## src/rtl/uart_rx.sv

```systemverilog
// 8N1 serial receiver: oversampled start/data/stop detection with a one-byte
// holding register, ready/ack handshake, framing-error and sticky overrun flags.
//
//   state   | meaning
//   IDLE    | line idle, waiting for a low sample
//   START   | qualifying start bit at its centre
//   DATA    | sampling data bits at bit centres
//   STOP    | sampling stop bit, loads holding register
//   WAIT_HI | break/framing error, waiting for line to return high
module uart_rx #(
  parameter int OVERSAMPLE = 16,
  parameter int DATA_BITS  = 8
) (
  input  logic       clk,
  input  logic       rst_n,
  input  logic       sample_tick,
  input  logic       rx,
  input  logic       rd_ack,
  output logic [7:0] rx_data,
  output logic       rx_ready,
  output logic       frame_err,
  output logic       overrun,
  output logic       busy
);

  localparam int CNT_W = $clog2(OVERSAMPLE);
  localparam int BIT_W = (DATA_BITS > 1) ? $clog2(DATA_BITS) : 1;
  localparam logic [CNT_W-1:0] CNT_HALF = CNT_W'(OVERSAMPLE / 2 - 1);
  localparam logic [CNT_W-1:0] CNT_FULL = CNT_W'(OVERSAMPLE - 1);
  localparam logic [BIT_W-1:0] BIT_LAST = BIT_W'(DATA_BITS - 1);

  typedef enum logic [2:0] {
    IDLE,
    START,
    DATA,
    STOP,
    WAIT_HI
  } state_t;

  state_t               state;
  logic [CNT_W-1:0]     cnt;
  logic [BIT_W-1:0]     bitcnt;
  logic [DATA_BITS-1:0] shreg;
  logic [DATA_BITS-1:0] shreg_nx;
  logic [7:0]           rx_byte;
  logic                 rx_m;
  logic                 rx_s;

  always_ff @(posedge clk or negedge rst_n) begin
    if (!rst_n) begin
      rx_m <= 1'b1;
      rx_s <= 1'b1;
    end else begin
      rx_m <= rx;
      rx_s <= rx_m;
    end
  end

  // LSB arrives first, so each new sample enters at the top and shifts down.
  always_comb begin
    shreg_nx                = shreg >> 1;
    shreg_nx[DATA_BITS-1]   = rx_s;
    rx_byte                 = '0;
    rx_byte[DATA_BITS-1:0]  = shreg;
  end

  always_ff @(posedge clk or negedge rst_n) begin
    if (!rst_n) begin
      state     <= IDLE;
      cnt       <= '0;
      bitcnt    <= '0;
      shreg     <= '0;
      rx_data   <= '0;
      rx_ready  <= 1'b0;
      frame_err <= 1'b0;
      overrun   <= 1'b0;
      busy      <= 1'b0;
    end else begin
      if (rd_ack && rx_ready) begin
        rx_ready <= 1'b0;
        overrun  <= 1'b0;
      end

      if (sample_tick) begin
        case (state)
          IDLE: begin
            if (!rx_s) begin
              state <= START;
              cnt   <= '0;
              busy  <= 1'b1;
            end
          end

          START: begin
            if (cnt == CNT_HALF) begin
              cnt <= '0;
              if (rx_s) begin
                state <= IDLE;
                busy  <= 1'b0;
              end else begin
                state  <= DATA;
                bitcnt <= '0;
              end
            end else begin
              cnt <= cnt + 1'b1;
            end
          end

          DATA: begin
            if (cnt == CNT_FULL) begin
              cnt   <= '0;
              shreg <= shreg_nx;
              if (bitcnt == BIT_LAST) begin
                state  <= STOP;
                bitcnt <= '0;
              end else begin
                bitcnt <= bitcnt + 1'b1;
              end
            end else begin
              cnt <= cnt + 1'b1;
            end
          end

          STOP: begin
            if (cnt == CNT_FULL) begin
              cnt   <= '0;
              state <= rx_s ? IDLE : WAIT_HI;
              busy  <= ~rx_s;
              // An ack in the same cycle frees the holder, so the new byte wins.
              if (!rx_ready || rd_ack) begin
                rx_data   <= rx_byte;
                frame_err <= ~rx_s;
                rx_ready  <= 1'b1;
              end else begin
                overrun <= 1'b1;
              end
            end else begin
              cnt <= cnt + 1'b1;
            end
          end

          WAIT_HI: begin
            if (rx_s) begin
              state <= IDLE;
              busy  <= 1'b0;
            end
          end

          default: begin
            state <= IDLE;
            cnt   <= '0;
            busy  <= 1'b0;
          end
        endcase
      end
    end
  end

endmodule
```

## config.mk

```make
export PLATFORM = sky130hd
export DESIGN_NAME = uart_rx
export DESIGN_NICKNAME = d
export VERILOG_FILES = /design/src/rtl/uart_rx.sv
export SDC_FILE = /design/constraint.sdc
export NUM_CORES = 1
export LEC_CHECK = 0
export CORE_UTILIZATION = 45
export CTS_CLUSTER_DIAMETER = 40
export DETAILED_ROUTE_END_ITERATION = 10
export DONT_BUFFER_PORTS = 1
export SLEW_MARGIN = 20
export SYNTH_ARGS = -nofsm -noshare
export SYNTH_HDL_FRONTEND = slang
export SYNTH_SLANG_ARGS = --single-unit
```

## constraint.sdc

```tcl
create_clock -name clk -period 2.03 [get_ports clk]
set_input_delay 0.3045 -clock clk [delete_from_list [all_inputs] [get_ports clk]]
set_output_delay 0.3045 -clock clk [all_outputs]
set_load 0.01 [all_outputs]
```

==> results of run 1 <==
==> registers in the layout, summed over array words and instances, names as in the netlist <==
| signal | cells |
|---|---|
| bitcnt | 3 |
| busy | 1 |
| cnt | 4 |
| frame_err | 1 |
| overrun | 1 |
| rx_byte | 8 |
| rx_data | 8 |
| rx_m | 1 |
| rx_ready | 1 |
| rx_s | 1 |
| state | 3 |
==> per-layer routing <==
| metal | GRT usage, % | vias up |
|---|---|---|
| li1 | - | 454 |
| met2 | 21.6 | 28 |
| met1 | 21.2 | 480 |
| met3 | 6.49 | 4 |
| met4 | 9.97 | 0 |
| met5 | 0 | - |
==> worst max-delay path by stage <==
stage | from | to | slack (ns) | depth (start not counted)
after floorplan | cnt[0] | frame_err | 0.20 | 4
after global placement | cnt[0] | state[2] | 0.15 | 5
after detailed placement | cnt[0] | state[2] | 0.07 | 5
after CTS | cnt[0] | state[2] | 0.05 | 5
after global routing | cnt[0] | state[0] | 0.03 | 5
final | state[1] | rx_byte[0] | 0.18 | 4
==> power groups by stage <==
stage	logic (mW)	registers, mW	clock network [mW]
finish	0.592	0.911	0.486
global route	0.679	0.933	0.529
CTS	0.575	0.909	0.502
detailed placement	0.548	0.924	0
global placement	0.545	0.920	0
floorplan	0.590	0.816	0
==> kinds of logic after synthesis <==
logic type / Yosys count / synth area share (%)
AND/OR/NAND/NOR: 32 / 11.4
flip-flops: 32 / 53.1
multiplexers: 23 / 16.9
AO/OA/AOI/OAI: 19 / 10.3
buffers and inverters: 11 / 3.97
XOR/XNOR: 3 / 1.74
adder cells (fa/ha/maj): 3 / 2.48
==> layout make-up <==
type | instances | area [µm²]
sequential | 32 | 803
clock inverter | 3 | 42.5
inverter | 5 | 18.8
fill | 271 | 1450
clock buffer | 5 | 37.5
timing repair buffer | 6 | 62.6
multi-input combinational | 80 | 656
tap | 44 | 55.1
==> cells in the final DEF, fill, tap and decap left out, types with 4 or more instances in the layout <==
cell type | synthesis | routed
clkbuf_4 | 0 | 5
nand2_1 | 9 | 9
dfrtp_1 | 30 | 30
mux2_2 | 20 | 20
nor3_1 | 6 | 5
a21oi_1 | 4 | 4
inv_1 | 5 | 5
==> metrics by stage <==
step	power [mW]	hold WS, ns
6_report	1.99	0.0309
5_1_grt	2.14	0.0130
4_1_cts	1.99	0.0256
3_5_place_dp	1.47	0.00980
3_3_place_gp	1.46	0.00971
2_1_floorplan	1.41	0.00891
==> critical path, cell delays in order, from the launching register on <==
cell	delay [ns]
dfrtp_1	0.53
nor2b_1	0.26
and2_1	0.24
nand3_1	0.33
mux2_2	0.38
==> what timing repair did <==
item,in CTS,in global routing
endpoints found under the setup margin,0,2
hold buffers,3,0
hold endpoints to repair,33,0
buffers inserted,0,0
gates resized for setup,0,2
==> results by group, run 1 <==
STA
  • Post-layout min period: approximately 1.9 ns
  • Max-Slew Margin vs Limit: 62.5%
  • Highest clock rate: 0.540 GHz
  • Final period utilization: ~90%
  • Final hold vios: 0
  • Setup TNS Final: 0 ns
  • # setup viols final: 0
  • RSZ-0062 raised after global routing: no
  • Slew Limit Fails: 0
  • Clock skew: approximately 0.014 ns
  • Worst-margin pin slew: roughly 0.56 ns
  • Final WS setup: ~0.18 ns

Placement
  • GPL Wtd Cong: a little under 0.9
  • Pre-CTS setup slack: 0.0680 ns
  • HPWL Detailed: 1.66 mm
  • Port Buffers: 0
  • Placed cell area: 1550 µm²
  • Placed insts: 164

Pwr
  • Net switching power: approximately 700 µW
  • Seq pwr share: between 40% and 50%
  • Pleak: 0.777 nW
  • Int Pwr: about 1.3 mW
  • Sw Ratio: approximately a third
  • Max VDD drop: 0.000704 V
  • Combinational power share: 29.8%
  • Power Density: 1190 nW/µm²
  • Clock power frac: 24.4%

Clock network
  • Clock sink count: 32
  • Clk root buf: clkbuf_4
  • Clk_lat worst skew: 0.34 ns
  • Clock buffer depth: 2
  • Clock Pin Slew Worst Setup and Hold Paths: 0.11 ns
  • TritonCTS Buffers: 5
  • CTS HTree Levels: 2
  • CTS tree: built

Yosys
  • Post-synthesis register bit count: 32
  • Synthesized area: about 1500 µm²
  • Number of flops mapped to enable cells by yosys: 0
  • Top_reg_cell synth: dfrtp_1
  • Top post-synthesis cells by area: dfrtp_1 (50%), mux2_2 (15%), dfstp_2 (3.5%)
  • Yosys top cell area share: 49.7%
  • Top-count cell post-synth: dfrtp_1
  • Synth Instances: 123
  • Syn_area_per_cell: between 10 and 15 µm²
  • Ys async rst share: 100%
  • Cell taking the most area after synthesis: dfrtp_1
  • Seq/Total Area, Yosys: 53.1%
  • Syn. warnings: 0
  • Cell variety after synth: 40
  • Commonest cells in the synthesized netlist: dfrtp_1 (30), mux2_2 (20), nand2_1 (9), nor3_1 (6), inv_1 (5)
  • Syn_nets: 131

Worst setup path
  • Worst Setup End Kind: register
  • FF-to-FF Start: state[1]
  • Startpoint Class: register
  • Max FO, Critical Path: 9
  • CP arrival: between 2 and 2.5 ns
  • Req. time, crit path: about 2.3 ns
  • Reg2reg end: rx_byte[0]
  • Flop-to-flop setup slack: 0.18 ns
  • Critical path class: reg -> reg
  • Worst r2r path cells: 4

Detailed routing
  • Routed vias/inst: 5.52
  • Wl on met1: 1.17 mm
  • Wire length on met2: 1.16 mm
  • Post-route ant nets: 0
  • Final wirelength: 2.50 mm
  • Met3 wire len: 127 µm
  • Vias: 966
  • DR DRC count: 0
  • DRT iter0 DRCs: approximately 60
  • Uppermost routed layer: met4
  • DR pass1 iterations: 4
  • Wire length per cell: 14.3 µm

Final layout
  • Ant. Diodes: 0
  • Share of post-route cells with drive strength above 1: 31.3%
  • Post-Route Utilization: 53.6%
  • Post-route cell area: roughly 1700 µm²
  • Nets: ~140
  • Cell Count, Final, Fillers Out: 175
  • Area Growth Syn to Fin: 10.8%

Status
  • Status: finished, final reports clean

GRT
  • Vias in the first global route: 900
  • Initial antenna violation count: 0
  • Gr usage total: approximately 16%
  • Grt total ovfl: 0
  • First-pass GRT wire length: roughly 4 mm
  • Pin count of the biggest net entering global routing: 33

Flow run
  • Max cap viols: 0

Floorplan
  • Boundary Pins: 17
  • Initial Utilization: ~48%
  • Chip height: between 50 and 60 µm
  • Die Width: 60.0 µm
  • Die area: between 3000 and 4000 µm²
  • Core box area: 3130 µm²
  • Rows: 20

Min path
  • HP Start: rd_ack
  • Hold Crit Depth: 1
  • Hold Path Class: in -> reg
  • Hold worst-path end: overrun
(Power assumes the default switching activity.)
==> run 2, diff against run 1 <==
- GPL_TIMING_DRIVEN: not set -> 0
==> run 2 against run 1 <==
Effect of this change: non-clock buffer count increased by 4; first-iteration DRC count is 29% lower; sequential cell count stayed put; sequential power fell by 10%; cell count rose by 2.3%; combinational power up 26%; critical path type unchanged; power down 3.4%; count of clock-buffer cells in the layout is the same; worst setup slack worse by 0.037 ns.
==> results by group, run 2 (same netlist as run 1, synthesis figures left out) <==
Status
  • Status: finished, final reports clean

Final layout
  • Most common cell after layout, fill and taps aside: dfrtp_1
  • Most frequent cells in the layout: dfrtp_1 (30), mux2_2 (20), nand2_1 (9), inv_1 (5), clkbuf_4 (5)
  • Share of post-route cells with drive strength above 1: 34.1% (+2.8 points)
  • Area Growth Syn to Fin: 11.3%
  • Filler cell count in the final layout: 269 (-0.74%)
  • Nets: 142 (+2.9%)
  • Post-route cell area: 1680 µm² (+0.45%)
  • Ant. Diodes: 0 (unchanged)

Detailed routing
  • DR DRC count: 0 (unchanged)
  • Post-route ant nets: 0 (unchanged)
  • DR pass1 iterations: 4 (unchanged)
  • Final wirelength: 2.56 mm (+2.5%)
  • Routed vias/inst: 5.55 (+0.60%)
  • DRT iter0 DRCs: 42 (-29%)
  • Wire length per cell: 14.3 µm (+0.23%)
  • Vias: 994 (+2.9%)

GRT
  • First-pass GRT wire length: 4.35 mm (+6.4%)
  • Vias in the first global route: 949 (+5.4%)
  • Grt total ovfl: 0 (unchanged)
  • Pin count of the biggest net entering global routing: 33 (unchanged)
  • Initial antenna violation count: 0 (unchanged)
  • Gr usage total: 16.9% (+0.83 points)

Worst setup path
  • Req. time, crit path: 2.25 ns (about the same)
  • Worst Setup End Kind: register
  • CP arrival: 2.11 ns (+0.03 ns)
  • Largest stage delay, worst path: 0.40 ns (-0.13 ns)
  • Slowest-stage cell, CP: dfrtp_1
  • Worst path cell trace: ha_2 -> and3_2 -> o221ai_1 -> nor3_2 -> mux2_2
  • Max FO, Critical Path: 7 (-2)
  • Startpoint Class: register
  • Critical path class: reg -> reg

Clock network
  • TritonCTS Buffers: 5 (unchanged)
  • Clock Pin Slew Worst Setup and Hold Paths: 0.11 ns (about the same)
  • Clk_lat worst skew: 0.34 ns (about the same)
  • Clock buffer depth: 2 (unchanged)
  • Clk root buf: clkbuf_4
  • CTS tree: built
  • Clock sink count: 32 (unchanged)
  • CTS HTree Levels: 2 (unchanged)

Floorplan
  • Chip height: 60.0 µm (unchanged)
  • Initial Utilization: 48.3% (unchanged)
  • Core box area: 3130 µm² (unchanged)
  • Rows: 20 (unchanged)
  • Boundary Pins: 17 (unchanged)
  • Die Width: 60.0 µm (unchanged)
  • Die area: 3590 µm² (unchanged)

STA
  • Setup TNS Final: 0 ns (unchanged)
  • # setup viols final: 0 (unchanged)
  • Post-layout min period: 1.89 ns (+0.0367 ns)
  • Final hold vios: 0 (unchanged)
  • Final period utilization: 93.0% (+1.8 points)
  • Worst-margin pin slew: 0.558 ns (-0.000896 ns)
  • Slew Limit Fails: 0 (unchanged)
  • Clock skew: 0.0153 ns (+0.00140 ns)
  • Highest clock rate: 0.530 GHz (-1.9%)
  • Final hold slack: 0.0374 ns (+0.00652 ns)
  • RSZ-0062 raised after global routing: no
  • Max-Slew Margin vs Limit: 62.5% (about the same)

Pwr
  • Total power: 1.92 mW (-3.4%)
  • Power Density: 1140 nW/µm² (-3.8%)
  • Max VDD drop: 0.000609 V (-13%)
  • Pleak: 0.791 nW (+1.7%)

Placement
  • HPWL Detailed: 1.71 mm (+3.1%)
  • GPL Wtd Cong: 0.861 (-2.5%)
  • Placed cell area: 1570 µm² (+1.2%)
  • Port Buffers: 0 (unchanged)

Flow run
  • Max cap viols: 0 (unchanged)

Min path
  • Hold Path Class: in -> reg
[run 2: cell types whose count changed in the layout (fill, tap and decap cells not counted)]
| cell | change |
|---|---|
| buf_2 | +1 |
| nor3_2 | +1 |
| clkinv_2 | +1 |
| clkinv_4 | +1 |
| clkbuf_2 | +2 |
| bufinv_16 | -1 |
| nor3_1 | -1 |
| buf_6 | +1 |
| clkinvlp_4 | -1 |
[run 2: per-layer routing]
layer	track usage, %	wire (µm)	vias to the layer above
met5	0	0	-
li1	-	-	466
met1	22.0	1250	491
met3	6.06	122	7
met2	24.4	1140	30
met4	8.97	48	0
[run 2: metrics by stage]
stage	util (%)	setup WS, ns	cells
floorplan	-	0.202	123
global placement	50.1	-0.0582	167
detailed placement	50.1	-0.0534	167
CTS	53.3	0.0503	178
global route	53.8	0.0422	179
finish	53.8	0.142	179
[run 2: path summary, 6_finish.rpt]
kind,start,slack [ns],to,depth (start not counted)
min in group asynchronous,rst_n,0.40,cnt[3],2
hold / removal,rd_ack,0.04,overrun,1
hold reg to reg,rx_m,0.36,rx_s,0
setup / recovery,cnt[0],0.14,state[2],5
max in group asynchronous,rst_n,1.37,rx_s,2
setup reg to reg,cnt[0],0.14,state[2],5
[run 2: layout make-up]
type,count,area [µm²],area share [%]
Multi-Input combinational cell,80,661,39.3
Clock inverter,3,18.8,1.12
Buffer,6,41.3,2.45
Tap cell,44,55.1,3.27
Timing Repair Buffer,4,47.5,2.83
Inverter,5,18.8,1.12
Clock buffer,5,37.5,2.23
Sequential cell,32,803,47.7
[run 2: where the power goes]
part           internal [mW]  total, mW  switching (mW)
logic                  0.336      0.748           0.412
registers              0.749      0.818          0.0682
clock network          0.133      0.356           0.223
total                   1.22       1.92           0.704
[run 2: timing repair]
action / in CTS / in global routing
gates resized for setup: 1 / 2
pin swaps: 1 / 1
endpoints found under the hold margin: 33 / 0
setup endpoints to repair: 11 / 12
setup buffers: 0 / 1
hold buffers: 3 / 0
[run 2: critical path: cells and delay by family, from the launching register on]
family	cells	cell delay (ns)
AO/OA/AOI/OAI	1	0.19
adder cells (fa/ha/maj)	1	0.28
AND/OR/NAND/NOR	2	0.53
flip-flops	1	0.40
multiplexers	1	0.37
